File: config.mk
export PLATFORM = sky130hd
export DESIGN_NAME = mmio_interconnect
export DESIGN_NICKNAME = d
export VERILOG_FILES = /design/src/rtl/mmio_pkg.sv /design/src/rtl/mmio_decode.sv /design/src/rtl/mmio_interconnect.sv
export SDC_FILE = /design/constraint.sdc
export NUM_CORES = 1
export LEC_CHECK = 0
export ABC_AREA = 0
export ABC_CLOCK_PERIOD_IN_PS = 2400
export BUFFER_PORTS_ARGS = -buffer_cell sky130_fd_sc_hd__buf_2
export CORE_AREA = 8 8 139 141
export CTS_BUF_LIST = sky130_fd_sc_hd__clkbuf_4
export DETAILED_ROUTE_END_ITERATION = 8
export DIE_AREA = 0 0 147 149
export GPL_ROUTABILITY_DRIVEN = 0
export SYNTH_ARGS = -nofsm -noshare
export SYNTH_HDL_FRONTEND = slang
export SYNTH_HIERARCHICAL = 1
export SYNTH_SLANG_ARGS = --single-unit
File: constraint.sdc
create_clock -name CLK -period 2.4 [get_ports CLK]
set_clock_uncertainty 0.1 [all_clocks]
set_input_delay 0.12 -clock CLK [delete_from_list [all_inputs] [get_ports CLK]]
set_output_delay 0.12 -clock CLK [all_outputs]
set_load 0.005 [all_outputs]
File: src/rtl/mmio_pkg.sv
// Shared definitions for the MMIO interconnect: FSM encoding, default memory map,
// and the fixed channel assignment of the CPU peripherals.
package mmio_pkg;

  typedef enum logic [1:0] {
    ST_IDLE   = 2'd0,
    ST_ACCESS = 2'd1,
    ST_RESP   = 2'd2
  } state_e;

  localparam int          DEF_NCH         = 6;
  localparam logic [15:0] DEF_BASE        = 16'hFF00;
  localparam int          DEF_REGION_BITS = 4;
  localparam logic [15:0] DEF_ERR_DATA    = 16'hDEAD;

  localparam int CH_STATUS    = 0;
  localparam int CH_ADDRSTACK = 1;
  localparam int CH_USERSTACK = 2;
  localparam int CH_UART      = 3;
  localparam int CH_GPIO      = 4;
  localparam int CH_GPIODIR   = 5;

endpackage

File: src/rtl/mmio_decode.sv
// Combinational address decoder: maps an address to a one-hot peripheral window,
// a default-port flag, and the word offset inside the window.
module mmio_decode
  import mmio_pkg::*;
#(
  parameter int             AW          = 16,
  parameter int             NCH         = DEF_NCH,
  parameter logic [AW-1:0]  BASE        = AW'(DEF_BASE),
  parameter int             REGION_BITS = DEF_REGION_BITS
) (
  input  logic [AW-1:0]          addr,
  output logic [NCH-1:0]         sel,
  output logic                   dflt,
  output logic [REGION_BITS-1:0] offset
);

  // One extra bit so the span itself cannot overflow the compare.
  localparam logic [AW:0] WIN_SPAN = (AW+1)'(NCH) << REGION_BITS;

  logic [AW-1:0] diff;
  logic [AW-1:0] chan;
  logic          in_win;

  always_comb begin
    diff   = addr - BASE;
    in_win = (addr >= BASE) && ({1'b0, diff} < WIN_SPAN);
    chan   = diff >> REGION_BITS;
    offset = diff[REGION_BITS-1:0];
    dflt   = !in_win;
    sel    = '0;
    for (int k = 0; k < NCH; k++) begin
      sel[k] = in_win && (chan == AW'(k));
    end
  end

endmodule

File: src/rtl/mmio_interconnect.sv
// Master-to-peripheral MMIO interconnect with req/ack handshake and registered response.
// Build option: MMIO_TIMEOUT_EN adds an ACCESS watchdog that aborts with an error response.
//
// state  | meaning
// IDLE   | waiting for m_req; captures request and decodes target
// ACCESS | one select held until the selected target acks (or watchdog expires)
// RESP   | response staged; m_ready pulses on the way back to IDLE
module mmio_interconnect
  import mmio_pkg::*;
#(
  parameter int             AW          = 16,
  parameter int             DW          = 16,
  parameter int             NCH         = DEF_NCH,
  parameter logic [AW-1:0]  BASE        = AW'(DEF_BASE),
  parameter int             REGION_BITS = DEF_REGION_BITS,
  parameter int             TIMEOUT     = 255,
  parameter logic [DW-1:0]  ERR_DATA    = DW'(DEF_ERR_DATA)
) (
  input  logic                   CLK,
  input  logic                   RST,
  input  logic                   m_req,
  input  logic                   m_write,
  input  logic [AW-1:0]          m_addr,
  input  logic [DW-1:0]          m_wdata,
  output logic                   m_busy,
  output logic                   m_ready,
  output logic [DW-1:0]          m_rdata,
  output logic                   m_err,
  output logic [NCH-1:0]         s_sel,
  output logic                   s_write,
  output logic [REGION_BITS-1:0] s_addr,
  output logic [DW-1:0]          s_wdata,
  input  logic [NCH*DW-1:0]      s_rdata,
  input  logic [NCH-1:0]         s_ack,
  output logic                   d_sel,
  output logic [AW-1:0]          d_addr,
  input  logic [DW-1:0]          d_rdata,
  input  logic                   d_ack
);

  logic [NCH-1:0]         dec_sel;
  logic                   dec_dflt;
  logic [REGION_BITS-1:0] dec_offset;

  mmio_decode #(
    .AW          (AW),
    .NCH         (NCH),
    .BASE        (BASE),
    .REGION_BITS (REGION_BITS)
  ) u_decode (
    .addr   (m_addr),
    .sel    (dec_sel),
    .dflt   (dec_dflt),
    .offset (dec_offset)
  );

  state_e                 state_q, state_d;
  logic                   m_busy_q, m_busy_d;
  logic                   m_ready_q, m_ready_d;
  logic [DW-1:0]          m_rdata_q, m_rdata_d;
  logic [DW-1:0]          rsp_data_q, rsp_data_d;
  logic [NCH-1:0]         s_sel_q, s_sel_d;
  logic                   s_write_q, s_write_d;
  logic [REGION_BITS-1:0] s_addr_q, s_addr_d;
  logic [DW-1:0]          s_wdata_q, s_wdata_d;
  logic                   d_sel_q, d_sel_d;
  logic [AW-1:0]          d_addr_q, d_addr_d;

`ifdef MMIO_TIMEOUT_EN
  localparam int TW = $clog2(TIMEOUT + 1);
  logic [TW-1:0] tmo_cnt_q, tmo_cnt_d;
  logic          pend_err_q, pend_err_d;
  logic          m_err_q, m_err_d;
`endif

  logic          ack_hit;
  logic [DW-1:0] sel_rdata;

  // Only the selected target's ack and data are looked at.
  always_comb begin
    ack_hit   = (|(s_ack & s_sel_q)) | (d_ack & d_sel_q);
    sel_rdata = d_sel_q ? d_rdata : '0;
    for (int k = 0; k < NCH; k++) begin
      if (s_sel_q[k]) sel_rdata = s_rdata[k*DW +: DW];
    end
  end

  always_comb begin
    state_d    = state_q;
    m_ready_d  = 1'b0;
    m_rdata_d  = m_rdata_q;
    rsp_data_d = rsp_data_q;
    s_sel_d    = s_sel_q;
    s_write_d  = s_write_q;
    s_addr_d   = s_addr_q;
    s_wdata_d  = s_wdata_q;
    d_sel_d    = d_sel_q;
    d_addr_d   = d_addr_q;
`ifdef MMIO_TIMEOUT_EN
    tmo_cnt_d  = tmo_cnt_q;
    pend_err_d = pend_err_q;
    m_err_d    = 1'b0;
`endif
    case (state_q)
      ST_IDLE: begin
        if (m_req) begin
          state_d   = ST_ACCESS;
          s_sel_d   = dec_sel;
          d_sel_d   = dec_dflt;
          s_addr_d  = dec_offset;
          s_write_d = m_write;
          s_wdata_d = m_wdata;
          d_addr_d  = m_addr;
`ifdef MMIO_TIMEOUT_EN
          tmo_cnt_d  = '0;
          pend_err_d = 1'b0;
`endif
        end
      end
      ST_ACCESS: begin
        if (ack_hit) begin
          state_d    = ST_RESP;
          rsp_data_d = sel_rdata;
          s_sel_d    = '0;
          d_sel_d    = 1'b0;
          s_write_d  = 1'b0;
        end
`ifdef MMIO_TIMEOUT_EN
        else if (tmo_cnt_q == TW'(TIMEOUT - 1)) begin
          state_d    = ST_RESP;
          rsp_data_d = ERR_DATA;
          pend_err_d = 1'b1;
          s_sel_d    = '0;
          d_sel_d    = 1'b0;
          s_write_d  = 1'b0;
        end else begin
          tmo_cnt_d = tmo_cnt_q + TW'(1);
        end
`endif
      end
      ST_RESP: begin
        state_d   = ST_IDLE;
        m_ready_d = 1'b1;
        m_rdata_d = rsp_data_q;
`ifdef MMIO_TIMEOUT_EN
        m_err_d   = pend_err_q;
`endif
      end
      default: state_d = ST_IDLE;
    endcase
    m_busy_d = (state_d != ST_IDLE);
  end

  always_ff @(posedge CLK) begin
    if (RST) begin
      state_q    <= ST_IDLE;
      m_busy_q   <= 1'b0;
      m_ready_q  <= 1'b0;
      m_rdata_q  <= '0;
      rsp_data_q <= '0;
      s_sel_q    <= '0;
      s_write_q  <= 1'b0;
      s_addr_q   <= '0;
      s_wdata_q  <= '0;
      d_sel_q    <= 1'b0;
      d_addr_q   <= '0;
`ifdef MMIO_TIMEOUT_EN
      tmo_cnt_q  <= '0;
      pend_err_q <= 1'b0;
      m_err_q    <= 1'b0;
`endif
    end else begin
      state_q    <= state_d;
      m_busy_q   <= m_busy_d;
      m_ready_q  <= m_ready_d;
      m_rdata_q  <= m_rdata_d;
      rsp_data_q <= rsp_data_d;
      s_sel_q    <= s_sel_d;
      s_write_q  <= s_write_d;
      s_addr_q   <= s_addr_d;
      s_wdata_q  <= s_wdata_d;
      d_sel_q    <= d_sel_d;
      d_addr_q   <= d_addr_d;
`ifdef MMIO_TIMEOUT_EN
      tmo_cnt_q  <= tmo_cnt_d;
      pend_err_q <= pend_err_d;
      m_err_q    <= m_err_d;
`endif
    end
  end

`ifdef MMIO_TIMEOUT_EN
  assign m_err = m_err_q;
`else
  // Abort-path parameters have no function in this build.
  logic [DW-1:0] unused_cfg;
  assign unused_cfg = ERR_DATA ^ DW'(TIMEOUT);
  assign m_err      = 1'b0;
`endif

  assign m_busy  = m_busy_q;
  assign m_ready = m_ready_q;
  assign m_rdata = m_rdata_q;
  assign s_sel   = s_sel_q;
  assign s_write = s_write_q;
  assign s_addr  = s_addr_q;
  assign s_wdata = s_wdata_q;
  assign d_sel   = d_sel_q;
  assign d_addr  = d_addr_q;

endmodule

==> load_flow_metrics.sql <==
INSERT INTO impl_metrics (metric_group, metric, value, unit) VALUES
('power_and_ir_drop', 'leakage', '0.00270', 'µW'),
('route', 'detailroute.via_count', '4611', ''),
('synthesis', 'yosys-mux-area-fraction', '0', '%'),
('layout', 'layout.cells.non_filler', '965', ''),
('sta', 'fmaxAchievable', '437', 'MHz'),
('synthesis', 'synth_adder_area_share', '0', '%'),
('synthesis', 'netlist_area', '4050', 'µm²'),
('power_and_ir_drop', 'switchingPower', '748', 'µW'),
('grt', 'antenna_violations_before_repair', '4', ''),
('power_and_ir_drop', 'swShare', '25.7', '%'),
('cts', 'clk_root_buffer_cell', 'clkbuf_4', ''),
('route', 'routed_wirelength', '16.9', 'mm'),
('grt', 'grt_start_max_net_pins', '35', ''),
('power_and_ir_drop', 'power.share.combinational', '17.2', '%'),
('sta', 'worstMarginPinSlew', '0.656', 'ns'),
('placed_design', 'io_buffers', '216', ''),
('route', 'routed_via_density', '4.78', ''),
('placed_design', 'dp_hpwl', '12.5', 'mm'),
('route', 'firstDrtPassIters', '6', ''),
('floorplanning', 'dieWidth', '147', 'µm'),
('synthesis', 'synth_xor_xnor_area_share', '0', '%'),
('cts', 'clk-insertion-delay-late', '0.45', 'ns'),
('job', 'max_cap_violations', '0', ''),
('cts', 'clock_tree.buffer_depth', '2', ''),
('grt', 'grt_use_met3', '4.10', '%'),
('power_and_ir_drop', 'share_clk_of_total_power', '34.8', '%'),
('sta', 'fraction_of_the_cycle_the_final_worst_path_needs', '95.4', '%'),
('floorplanning', 'die-height', '149', 'µm'),
('grt', 'grt-ovfl-total', '0', ''),
('placed_design', 'dpl.cell_count', '887', ''),
('sta', 'whs', '0.0417', 'ns'),
('route', 'routed_wire_length_per_instance', '17.5', 'µm'),
('synthesis', 'proportion_of_netlist_area_held_by_the_largest_area_contributor', '39.6', '%'),
('layout', 'flow.area_growth_from_synthesis', '49.6', '%'),
('floorplanning', 'dieArea', '21900', 'µm²'),
('sta', 'rsz_0062_raised_after_global_routing', 'false', ''),
('synthesis', 'synthDistinctLibCells', '35', ''),
('synthesis', 'compound_cell_area_share_of_the_yosys_netlist', '28.9', '%'),
('synthesis', 'synth_warnings', '6', ''),
('synthesis', 'synth.ff_latch_count', '80', ''),
('grt', 'most_used_routing_layer', 'met2', ''),
('sta', 'setup_violations', '0', ''),
('route', 'residual_drc_count', '0', ''),
('setup_path', 'setup.worst_path.start', 's_sel[4]', ''),
('grt', 'groute.usage.overall', '15.0', '%'),
('grt', 'grt_met1_use', '18.0', '%'),
('power_and_ir_drop', 'pwr-share-seq', '48.0', '%'),
('synthesis', 'postSynthAreaPerCell', '8.36', 'µm²'),
('layout', 'final_core_util', '35.5', '%'),
('sta', 'number_of_pins_with_negative_max_slew_slack_in_the_final_report', '0', ''),
('grt', 'grt_first_pass_wirelength', '25.9', 'mm'),
('worst_hold_path', 'hp-start', 's_rdata[78]', ''),
('setup_path', 'slowest_delay', '0.56', 'ns'),
('power_and_ir_drop', 'pwr_density_cell', '481', 'nW/µm²'),
('synthesis', 'synth_nets', '639', ''),
('sta', 'final_hold_viol_count', '0', ''),
('synthesis', 'ys_seq_area_share', '39.6', '%'),
('setup_path', 'critical_path.cell_chain', 'a222oi_1, a31o_1, nor2_1, buf_6, a32o_1, dlygate4sd3_1', ''),
('synthesis', 'synth.top_cells.by_area', 'dfxtp_1 40%, a221o_1 12%, nand2_1 9.7%, a21oi_1 6.7%, nand2b_1 5.3%', ''),
('grt', 'number_of_global_route_vias_before_repair', '4761', ''),
('setup_path', 'critPathLaunchType', 'register', ''),
('power_and_ir_drop', 'vdd_drop_max', '0.175', 'mV'),
('layout', 'area_of_the_multi_input_gates', '2040', 'µm²'),
('sta', 'relative_max_transition_margin', '56.3', '%'),
('cts', 'clock_sinks', '80', ''),
('outcome', 'status', 'complete, no violations', ''),
('setup_path', 'worst_ep_required_time', '2.65', 'ns'),
('layout', 'final-seq-area', '1600', 'µm²'),
('layout', 'leading_cell_type_in_the_layout_fill_and_taps_excluded', 'buf_2', ''),
('worst_hold_path', 'min_path_type', 'primary input to register', ''),
('route', 'first_iter_violations', '221', '');
[cell usage after synthesis, drive strengths merged]
| library cell | number |
|---|---|
| nand2 | 105 |
| dfxtp | 80 |
| a21oi | 54 |
| a221o | 48 |
| nand2b | 34 |
| inv | 32 |
| buf | 30 |
| clkbuf | 22 |
| a221oi | 16 |
| a32o | 16 |
| a31o | 9 |
| nor3b | 8 |
| nor4 | 6 |
| nor2b | 4 |
| nor2 | 3 |
| or4b | 3 |
| a22oi | 2 |
| nand4 | 2 |
| nand4bb | 2 |
| a2111o | 1 |
| a222oi | 1 |
| and2 | 1 |
| conb | 1 |
| dlygate4sd1 | 1 |
| nand4b | 1 |
| or2 | 1 |
| or4 | 1 |
[state kept, by name (all words and copies together) (netlist names)]
signal	count
m_rdata	16
s_write	1
m_ready	1
s_addr	4
s_sel	6
d_sel	1
state_q	2
d_addr	16
m_busy	1
s_wdata	16
rsp_data_q	16
[per-stage QoR]
stage               area [µm²]  worst slack, ns
global placement          5250            0.615
global route              6050          0.00209
finish                    6050            0.110
detailed placement        5250            0.573
floorplan                 4050            0.602
CTS                       6020           0.0298
[routing by layer]
metal | part of all wire [%] | vias up
met2 | 49 | 172
met1 | 42 | 2158
met5 | 0.071 | -
met4 | 3.0 | 2
met3 | 6.1 | 39
li1 | - | 2240
[cell type report]
| type | count | share of cell area, % |
|---|---|---|
| antenna | 4 | 0.165 |
| clock buffer | 9 | 1.12 |
| clock inverter | 5 | 1.76 |
| inverter | 32 | 1.99 |
| multi-input combinational | 319 | 33.7 |
| sequential | 80 | 26.5 |
| tap | 225 | 4.65 |
| timing repair buffer | 291 | 30.2 |
[final timing paths]
kind | end | slack (ns) | depth (start not counted)
setup / recovery | rsp_data_q[9] | 0.11 | 6
hold / removal | rsp_data_q[14] | 0.04 | 4
setup reg to reg | rsp_data_q[9] | 0.11 | 6
hold reg to reg | d_addr[15] | 0.36 | 2
[cells by family after synthesis]
kind of cell           count (synthesis)
AND/OR/NAND/NOR                      171
AO/OA/AOI/OAI                        147
buffers and inverters                 85
flip-flops                            80
other                                  1
[power by group through the flow]
stage	Combinational (µW)	Sequential, µW	Clock, µW
floorplan	192	1430	0
global placement	426	1430	0
detailed placement	427	1430	0
CTS	501	1400	1060
global route	548	1400	1110
finish	501	1400	1010
[critical path: cells and delay by family, from the launching register on]
family / cells / cell delay, ns
AOI/OAI and AO/OA: 3 / 0.92
buffers and inverters: 2 / 0.76
DFF: 1 / 0.36
and+or+nand+nor: 1 / 0.06
[what timing repair did]
action	4_1_cts	5_1_grt
resized for setup	0	4
hold endpoints to repair	56	0
setup buffers	0	1
setup endpoints to repair	0	5
hold buffers	59	0
Note: power is estimated with default switching activity, not from simulation.
